`src/rtl/uart_pkg.sv`:
```
// uart_pkg: shared UART state encoding and default frame parameters.
package uart_pkg;

    typedef enum logic [1:0] {IDLE, START, DATA, STOP} uart_state_e;

    localparam int UART_OVERSAMPLE = 16;
    localparam int UART_DATA_BITS  = 8;

endpackage

```
`src/rtl/uart_rx_sync.sv`:
```
// uart_rx_sync: two-flop synchronizer for asynchronous inputs, resets to 1.
module uart_rx_sync #(
    parameter int WIDTH = 1
) (
    input  logic             clk,
    input  logic             rst,
    input  logic [WIDTH-1:0] d,
    output logic [WIDTH-1:0] q
);

    logic [WIDTH-1:0] meta;

    always_ff @(posedge clk) begin
        if (rst) begin
            meta <= '1;
            q    <= '1;
        end else begin
            meta <= d;
            q    <= meta;
        end
    end

endmodule

```
`src/rtl/uart_rx.sv`:
```
// uart_rx: oversampled UART receiver with mid-bit sampling, framing/overrun flags and read handshake.
module uart_rx
    import uart_pkg::*;
#(
    parameter int OVERSAMPLE = UART_OVERSAMPLE,
    parameter int DATA_BITS  = UART_DATA_BITS
) (
    input  logic                 clk,
    input  logic                 rst,
    input  logic                 en_os,
    input  logic                 rx,
    input  logic                 rd_en,
    output logic [DATA_BITS-1:0] rx_data,
    output logic                 rx_valid,
    output logic                 frame_err,
    output logic                 overrun,
    output logic                 busy
);

    localparam int CW = $clog2(OVERSAMPLE);
    localparam int IW = $clog2(DATA_BITS + 1);
    localparam logic [CW-1:0] MID_TICK  = CW'(OVERSAMPLE / 2 - 1);
    localparam logic [CW-1:0] LAST_TICK = CW'(OVERSAMPLE - 1);
    localparam logic [IW-1:0] LAST_BIT  = IW'(DATA_BITS - 1);

    uart_state_e          state, state_n;
    logic [CW-1:0]        cnt, cnt_n;
    logic [IW-1:0]        idx, idx_n;
    logic [DATA_BITS-1:0] sh, sh_n;
    logic                 rx_s, load, ferr;

    uart_rx_sync #(.WIDTH(1)) u_sync (
        .clk (clk),
        .rst (rst),
        .d   (rx),
        .q   (rx_s)
    );

    // In STOP, idx==0 marks the break wait after a framing error
    always_comb begin
        state_n = state;
        cnt_n   = cnt;
        idx_n   = idx;
        sh_n    = sh;
        load    = 1'b0;
        ferr    = 1'b0;
        if (en_os) begin
            case (state)
                IDLE: begin
                    state_n = rx_s ? IDLE : START;
                    cnt_n   = '0;
                end
                START: begin
                    cnt_n = cnt + CW'(1);
                    if (cnt == MID_TICK) begin
                        state_n = rx_s ? IDLE : DATA;
                        cnt_n   = '0;
                        idx_n   = '0;
                    end
                end
                DATA: begin
                    cnt_n = cnt + CW'(1);
                    if (cnt == LAST_TICK) begin
                        sh_n    = {rx_s, sh[DATA_BITS-1:1]};
                        cnt_n   = '0;
                        idx_n   = idx + IW'(1);
                        state_n = (idx == LAST_BIT) ? STOP : DATA;
                    end
                end
                STOP: begin
                    if (idx == '0) begin
                        state_n = rx_s ? IDLE : STOP;
                    end else if (cnt == LAST_TICK) begin
                        load    = rx_s;
                        ferr    = !rx_s;
                        state_n = rx_s ? IDLE : STOP;
                        idx_n   = '0;
                    end else begin
                        cnt_n = cnt + CW'(1);
                    end
                end
                default: state_n = IDLE;
            endcase
        end
    end

    always_ff @(posedge clk) begin
        if (rst) begin
            state     <= IDLE;
            cnt       <= '0;
            idx       <= '0;
            sh        <= '0;
            rx_data   <= '0;
            rx_valid  <= 1'b0;
            frame_err <= 1'b0;
            overrun   <= 1'b0;
        end else begin
            state     <= state_n;
            cnt       <= cnt_n;
            idx       <= idx_n;
            sh        <= sh_n;
            rx_data   <= load ? sh : rx_data;
            rx_valid  <= load | (rx_valid & ~rd_en);
            frame_err <= ferr;
            overrun   <= load & rx_valid & ~rd_en;
        end
    end

    assign busy = (state != IDLE);

endmodule

```
`config.mk`:
```
export PLATFORM = sky130hd
export DESIGN_NAME = uart_rx
export DESIGN_NICKNAME = d
export VERILOG_FILES = /design/src/rtl/uart_pkg.sv /design/src/rtl/uart_rx_sync.sv /design/src/rtl/uart_rx.sv
export SDC_FILE = /design/constraint.sdc
export NUM_CORES = 1
export LEC_CHECK = 0
export CORE_MARGIN = 3
export CORE_UTILIZATION = 30
export DETAILED_ROUTE_END_ITERATION = 6
export GPL_TIMING_DRIVEN = 0
export SETUP_SLACK_MARGIN = 0.5
export SLEW_MARGIN = 20
export SYNTH_ARGS = -nofsm -noshare
export SYNTH_HDL_FRONTEND = slang
export SYNTH_SLANG_ARGS = --single-unit
```
`constraint.sdc`:
```
create_clock -name clk -period 1.7 [get_ports clk]
set_input_delay 0.51 -clock clk [delete_from_list [all_inputs] [get_ports clk]]
set_output_delay 0.51 -clock clk [all_outputs]
set_load 0.01 [all_outputs]
```
# Word level (Yosys, flattened, before mapping)
# Cells that the tools add are included.
# Widths: inputs -> output; s select.
word_totals:
  regBits: 31
  in_bits: 5
  out_inout_bits: 12
  elab_cells: 65
classes:
  addsub: 2
  eq_ne: 12
  mux: 23
  bitwise: 8
  reduce_logical: 10
op_table:
  columns: ["operator", "n"]
  rows:
  - ["$mux 4", 8]
  - ["$pmux 4 s4", 1]
  - ["$mux 2", 6]
  - ["$pmux 4 s3", 1]
  - ["$ne 2x2->1 const B", 5]
  - ["$add 4x1->4 const B", 2]
  - ["$eq 4x3->1 const B", 2]
  - ["$pmux 2 s4", 1]
  - ["$mux 1", 6]
  - ["$reduce_and 3->1", 2]
  - ["$reduce_and 6->1", 1]
  - ["$reduce_or 5->1", 1]
  - ["$eq 2x2->1 const B", 2]
  - ["$eq 4x4->1 const B", 1]
  - ["$logic_not 4->1", 1]
  - ["$not 1->1", 4]
  - ["$reduce_and 4->1", 1]
  - ["$and 1x1->1", 3]
  - ["$ne 3x3->1 const B", 1]
  - ["$reduce_bool 3->1", 1]
  - ["$eq 2x1->1 const B", 1]
  - ["$logic_not 2->1", 1]
  - ["$reduce_bool 2->1", 1]
  - ["$logic_not 1->1", 1]
  - ["$or 1x1->1", 1]

# Logic depth before layout (Yosys ltp)
depth:
  depth_word: 7
  mapped_depth: 7
  depth_no_buf: 6

# Hierarchy
# Synthesis repeated with hierarchy kept, for this count alone.
hier_totals:
  hier_cells: 152
  hier_area_um2: 1477.7
modules_own_cells:
  columns: ["module", "instances", "cells_each", "area_per_inst_um2", "seq_area_each_um2"]
  rows:
  - ["uart_rx", 1, 148, 1425.1, 580.6]
  - ["uart_rx_sync", 1, 4, 52.6, 40.0]

# Worst setup path after synthesis
# OpenSTA, ideal clock, no wires.
synth_path:
  path_type: "flip-flop to flip-flop"
  from: "register state[0]"
  to: "register idx[2]"
  setup_ps: 126
  arrival_ps: 1662
  t_required_ps: 1574
  setup_slack_ps: -88
  path_stages_with_launch: 7
  n_path_buf: 1
  period_less_slack_ps: 1788
  path_cell_list: "dfxtp_1 inv_1 ha_1 buf_4 or3_1 a2111oi_0 o2bb2ai_1"
synth_via:
  elab_chain_cells: 3
  elab_cells_between_ends: 10
  cone_classes: "eq/ne (7); mux (1); reduce/logical (2)"
synth_rtl:
  columns: ["item", "line", "source"]
  rows:
  - ["start, declared", "uart_rx.sv:26", "uart_state_e state, state_n;"]
  - ["start signal, assigned", "uart_rx.sv:98", "state <= state_n;"]
  - ["$eq 2x2->1 or $eq 2x1->1 (tied branches)", "uart_rx.sv:48", "case (state)"]
  - ["$ne 2x2->1 (no line) or $reduce_bool 3->1 (tied branches)", null, null]
  - ["$reduce_and 6->1 (no line)", null, null]
  - ["end signal, assigned", "uart_rx.sv:100", "idx <= idx_n;"]
  - ["end, declared", "uart_rx.sv:28", "logic [IW-1:0] idx, idx_n;"]
# Several ways; a longest one is shown, not always the timed one.
# A chain may end at the register's enable or synchronous reset.

==> run_results.csv <==
group,metric,value,unit
worst_setup_path,startpoint_type,"register",
worst_setup_path,critical_path.max_fanout,4,
synthesis,ys_seq_area_share,41.0,%
floorplanning,dieHeight,77.0,um
global_routing,grt.total_usage,13.3,%
timing,fin_crit_sh,106,%
final_layout,multi_input_area,1010,sq um
synthesis,synth_edf_count,0,
place,dp_hpwl,2.37,mm
final_layout,fillers,441,
power,p_per_area,652,nW/um^2
final_layout,area_growth,50.5,%
synthesis,yosysUniqueCellTypes,41,
final_layout,final_cells,269,
min_path,hold_class,"reg -> reg",
synthesis,synth.cell_area,1510,sq um
place,dp_cells,242,
worst_setup_path,crit_type,"reg -> reg",
timing,grt_setup_unrepaired,"yes",
clocking,cts_tree,"done",
timing,finalSetupTns,-0.372,ns
final_layout,final_cell_mix,"mux2i_1 (20), nor2_1 (20), buf_6 (19)",
worst_setup_path,crit_path_max_incr_delay,0.50,ns
floorplanning,row_count,25,
worst_setup_path,rrSetupSlack,-0.1,ns
synthesis,yosys_warnings,0,
synthesis,synthesis.instances,160,
power,peakVddDrop,0.571,mV
global_routing,antenna_found_initial,0,
floorplanning,io_pins,17,
timing,min_period,1.80,ns
power,p_leak,0.966,nW
drt,wl_per_cell,13.6,um
worst_setup_path,critPathCaptureType,"register",
worst_setup_path,ff2ff_path_depth,6,
drt,vias_per_cell,4.83,
min_path,min_to,"u_sync.q",
global_routing,grt_pass1_vias,1328,
worst_setup_path,reg2reg_to,"idx[3]",
min_path,hp-start,"u_sync.meta",
timing,hold_violations,0,
floorplanning,die_w,77.0,um
place,placed_area,1890,sq um
synthesis,async_flop_share,0,%
synthesis,synthesis.nets,173,
floorplanning,coreArea,4790,sq um
clocking,cts.sinks,31,
drt,first_pass_iters,4,
job,maxCapViolations,0,
worst_setup_path,crit_required,1.91,ns
place,gp_congestion,0.814,
drt,wl,3.67,mm
worst_setup_path,arrival,2.01,ns
timing,slew_headroom,71.9,%
final_layout,layout.nets,214,
place,port_buffers,15,
clocking,htree_num_levels,2,
final_layout,design_area,2280,sq um
timing,drv_slew,0,
floorplanning,initial_utilization,31.6,%
global_routing,grt_start_max_net_pins,11,
final_layout,layout-drive-gt1-share,50.5,%
clocking,clockRootBuffer,"clkbuf_8",
drt,vias,1299,
drt,drtAntennaViolNets,0,
synthesis,avgSynthCellArea,9.46,sq um
clocking,clock_path_buffers,2,
outcome,outcome,"finished, violations left",
global_routing,gr-total-overflow,0,
final_layout,layout.area.seq,646,sq um
worst_setup_path,crit_path_top_delay_cell,"or4_4",
timing,tightest_slew,0.418,ns
final_layout,diodes,0,
timing,clock_skew,0.00513,ns
clocking,numCtsBuffers,5,
clocking,clk_latency,0.28,ns
floorplanning,dieArea,5940,sq um
timing,setup-violations-final,10,
synthesis,ys.flop_type,"dfxtp_1",
global_routing,grt_pass1_wl,6.29,mm
drt,drtIter0Drc,52,
timing,timing.final.ws_setup,-0.0972,ns
timing,max_freq,556,MHz
drt,drc,0,
outcome,violations,"setup timing",
worst_setup_path,path_cells,"inv_4 -> ha_4 -> nor2_4 -> or4_4 -> a211o_1 -> o22ai_2",
clocking,clk_pin_slew,0.07,ns
min_path,holdPathStages,1,
synthesis,synth-seq-cells,31,
per-stage QoR:
stage | total power (W) | worst slack (ns) | hold WS (ns) | utilization [%]
after floorplan | 0.000787 | 0.0326 | 0.389 | -
after global placement | 0.000807 | -0.304 | 0.397 | 39.5
after detailed placement | 0.000808 | -0.348 | 0.402 | 39.5
after CTS | 0.00150 | -0.0894 | 0.422 | 45.8
after global routing | 0.00155 | -0.150 | 0.444 | 47.6
final | 0.00149 | -0.0972 | 0.416 | 47.6
sequential cells by signal, indices dropped and copies added, names as in the netlist, named ones only:
| register | count |
|---|---|
| u_sync.q | 1 |
| rx_data | 8 |
| idx | 4 |
| u_sync.meta | 1 |
| cnt | 4 |
| state | 1 |
| overrun | 1 |
| rx_valid | 1 |
| frame_err | 1 |
| sh | 8 |
final cells by class:
class                           count  share of cell area [%]
Multi-Input combinational cell    114                    44.5
Sequential cell                    31                    28.3
Timing Repair Buffer               34                    14.0
Clock buffer                        7                    4.72
Tap cell                           67                    3.68
Buffer                              9                    3.35
Inverter                            6                    1.21
Clock inverter                      1                   0.220
kinds of logic (layout without fill, tap and decap cells):
| logic type | count (synthesis) | count (layout) | share of synthesized area (%) |
|---|---|---|---|
| flip-flops | 31 | 31 | 41.0 |
| AO/OA/AOI/OAI | 20 | 20 | 9.83 |
| AND/OR/NAND/NOR | 65 | 65 | 24.0 |
| adder cells (fa/ha/maj) | 8 | 8 | 6.61 |
| multiplexers | 21 | 21 | 14.2 |
| buffers and inverters | 15 | 57 | 4.38 |
cells in the mapped netlist (2+ instances only):
master | count | area, sq um
o211ai_1 | 2 | 15.0
dfxtp_1 | 31 | 621
a21oi_1 | 5 | 25.0
nand3_1 | 4 | 20.0
buf_4 | 2 | 15.0
and4_1 | 2 | 17.5
inv_1 | 6 | 22.5
clkbuf_1 | 5 | 18.8
ha_1 | 8 | 100
mux2i_1 | 20 | 200
or3_1 | 2 | 12.5
o22ai_1 | 2 | 12.5
nand2_1 | 5 | 18.8
nand2b_1 | 7 | 43.8
o21ai_0 | 3 | 15.0
nand3b_1 | 2 | 15.0
nor4b_1 | 2 | 17.5
nor3_1 | 5 | 25.0
a211oi_2 | 2 | 25.0
or2_2 | 2 | 12.5
nand4_1 | 3 | 18.8
nor2_1 | 21 | 78.8
how the worst max path moves through the flow:
stage	to	cells past startpoint	from	slack [ns]
floorplan	register	6	idx[0]	0.03
global placement	rx_data[7]	6	en_os	-0.30
detailed placement	rx_data[0]	6	en_os	-0.35
CTS	idx[1]	6	state[0]	-0.09
global route	idx[3]	6	register	-0.15
finish	idx[3]	6	register	-0.1
power breakdown:
group | total [W] | internal [W] | switching [W]
registers | 0.000729 | 0.000726 | 0.00000309
clock network | 0.000685 | 0.000415 | 0.000270
logic | 0.0000724 | 0.0000326 | 0.0000398
routing by layer:
| metal | up-vias | GRT usage [%] | routed length [um] | part of all wire [%] |
|---|---|---|---|---|
| li1 | 647 | - | - | - |
| met1 | 637 | 16.6 | 1660 | 45 |
| met2 | 10 | 21.9 | 1860 | 51 |
| met3 | 5 | 2.70 | 91 | 2.5 |
| met4 | 0 | 6.05 | 55 | 1.5 |
| met5 | - | 0 | 0 | 0 |
worst max-delay path: cells and delay by family, from the launching register on:
kind | cells | cell delay [ns]
compound gates | 2 | 0.44
fa+ha+maj | 1 | 0.27
buf+inv | 1 | 0.06
flops | 1 | 0.40
simple gates | 2 | 0.55
what timing repair did:
action / 4_1_cts / 5_1_grt
buffers inserted: 15 / 3
gates cloned: 1 / 0
gates resized for setup: 87 / 16
endpoints found under the setup margin: 41 / 41
hold buffers: 0 / 0
pin swaps: 13 / 13
(Power assumes the default switching activity.)
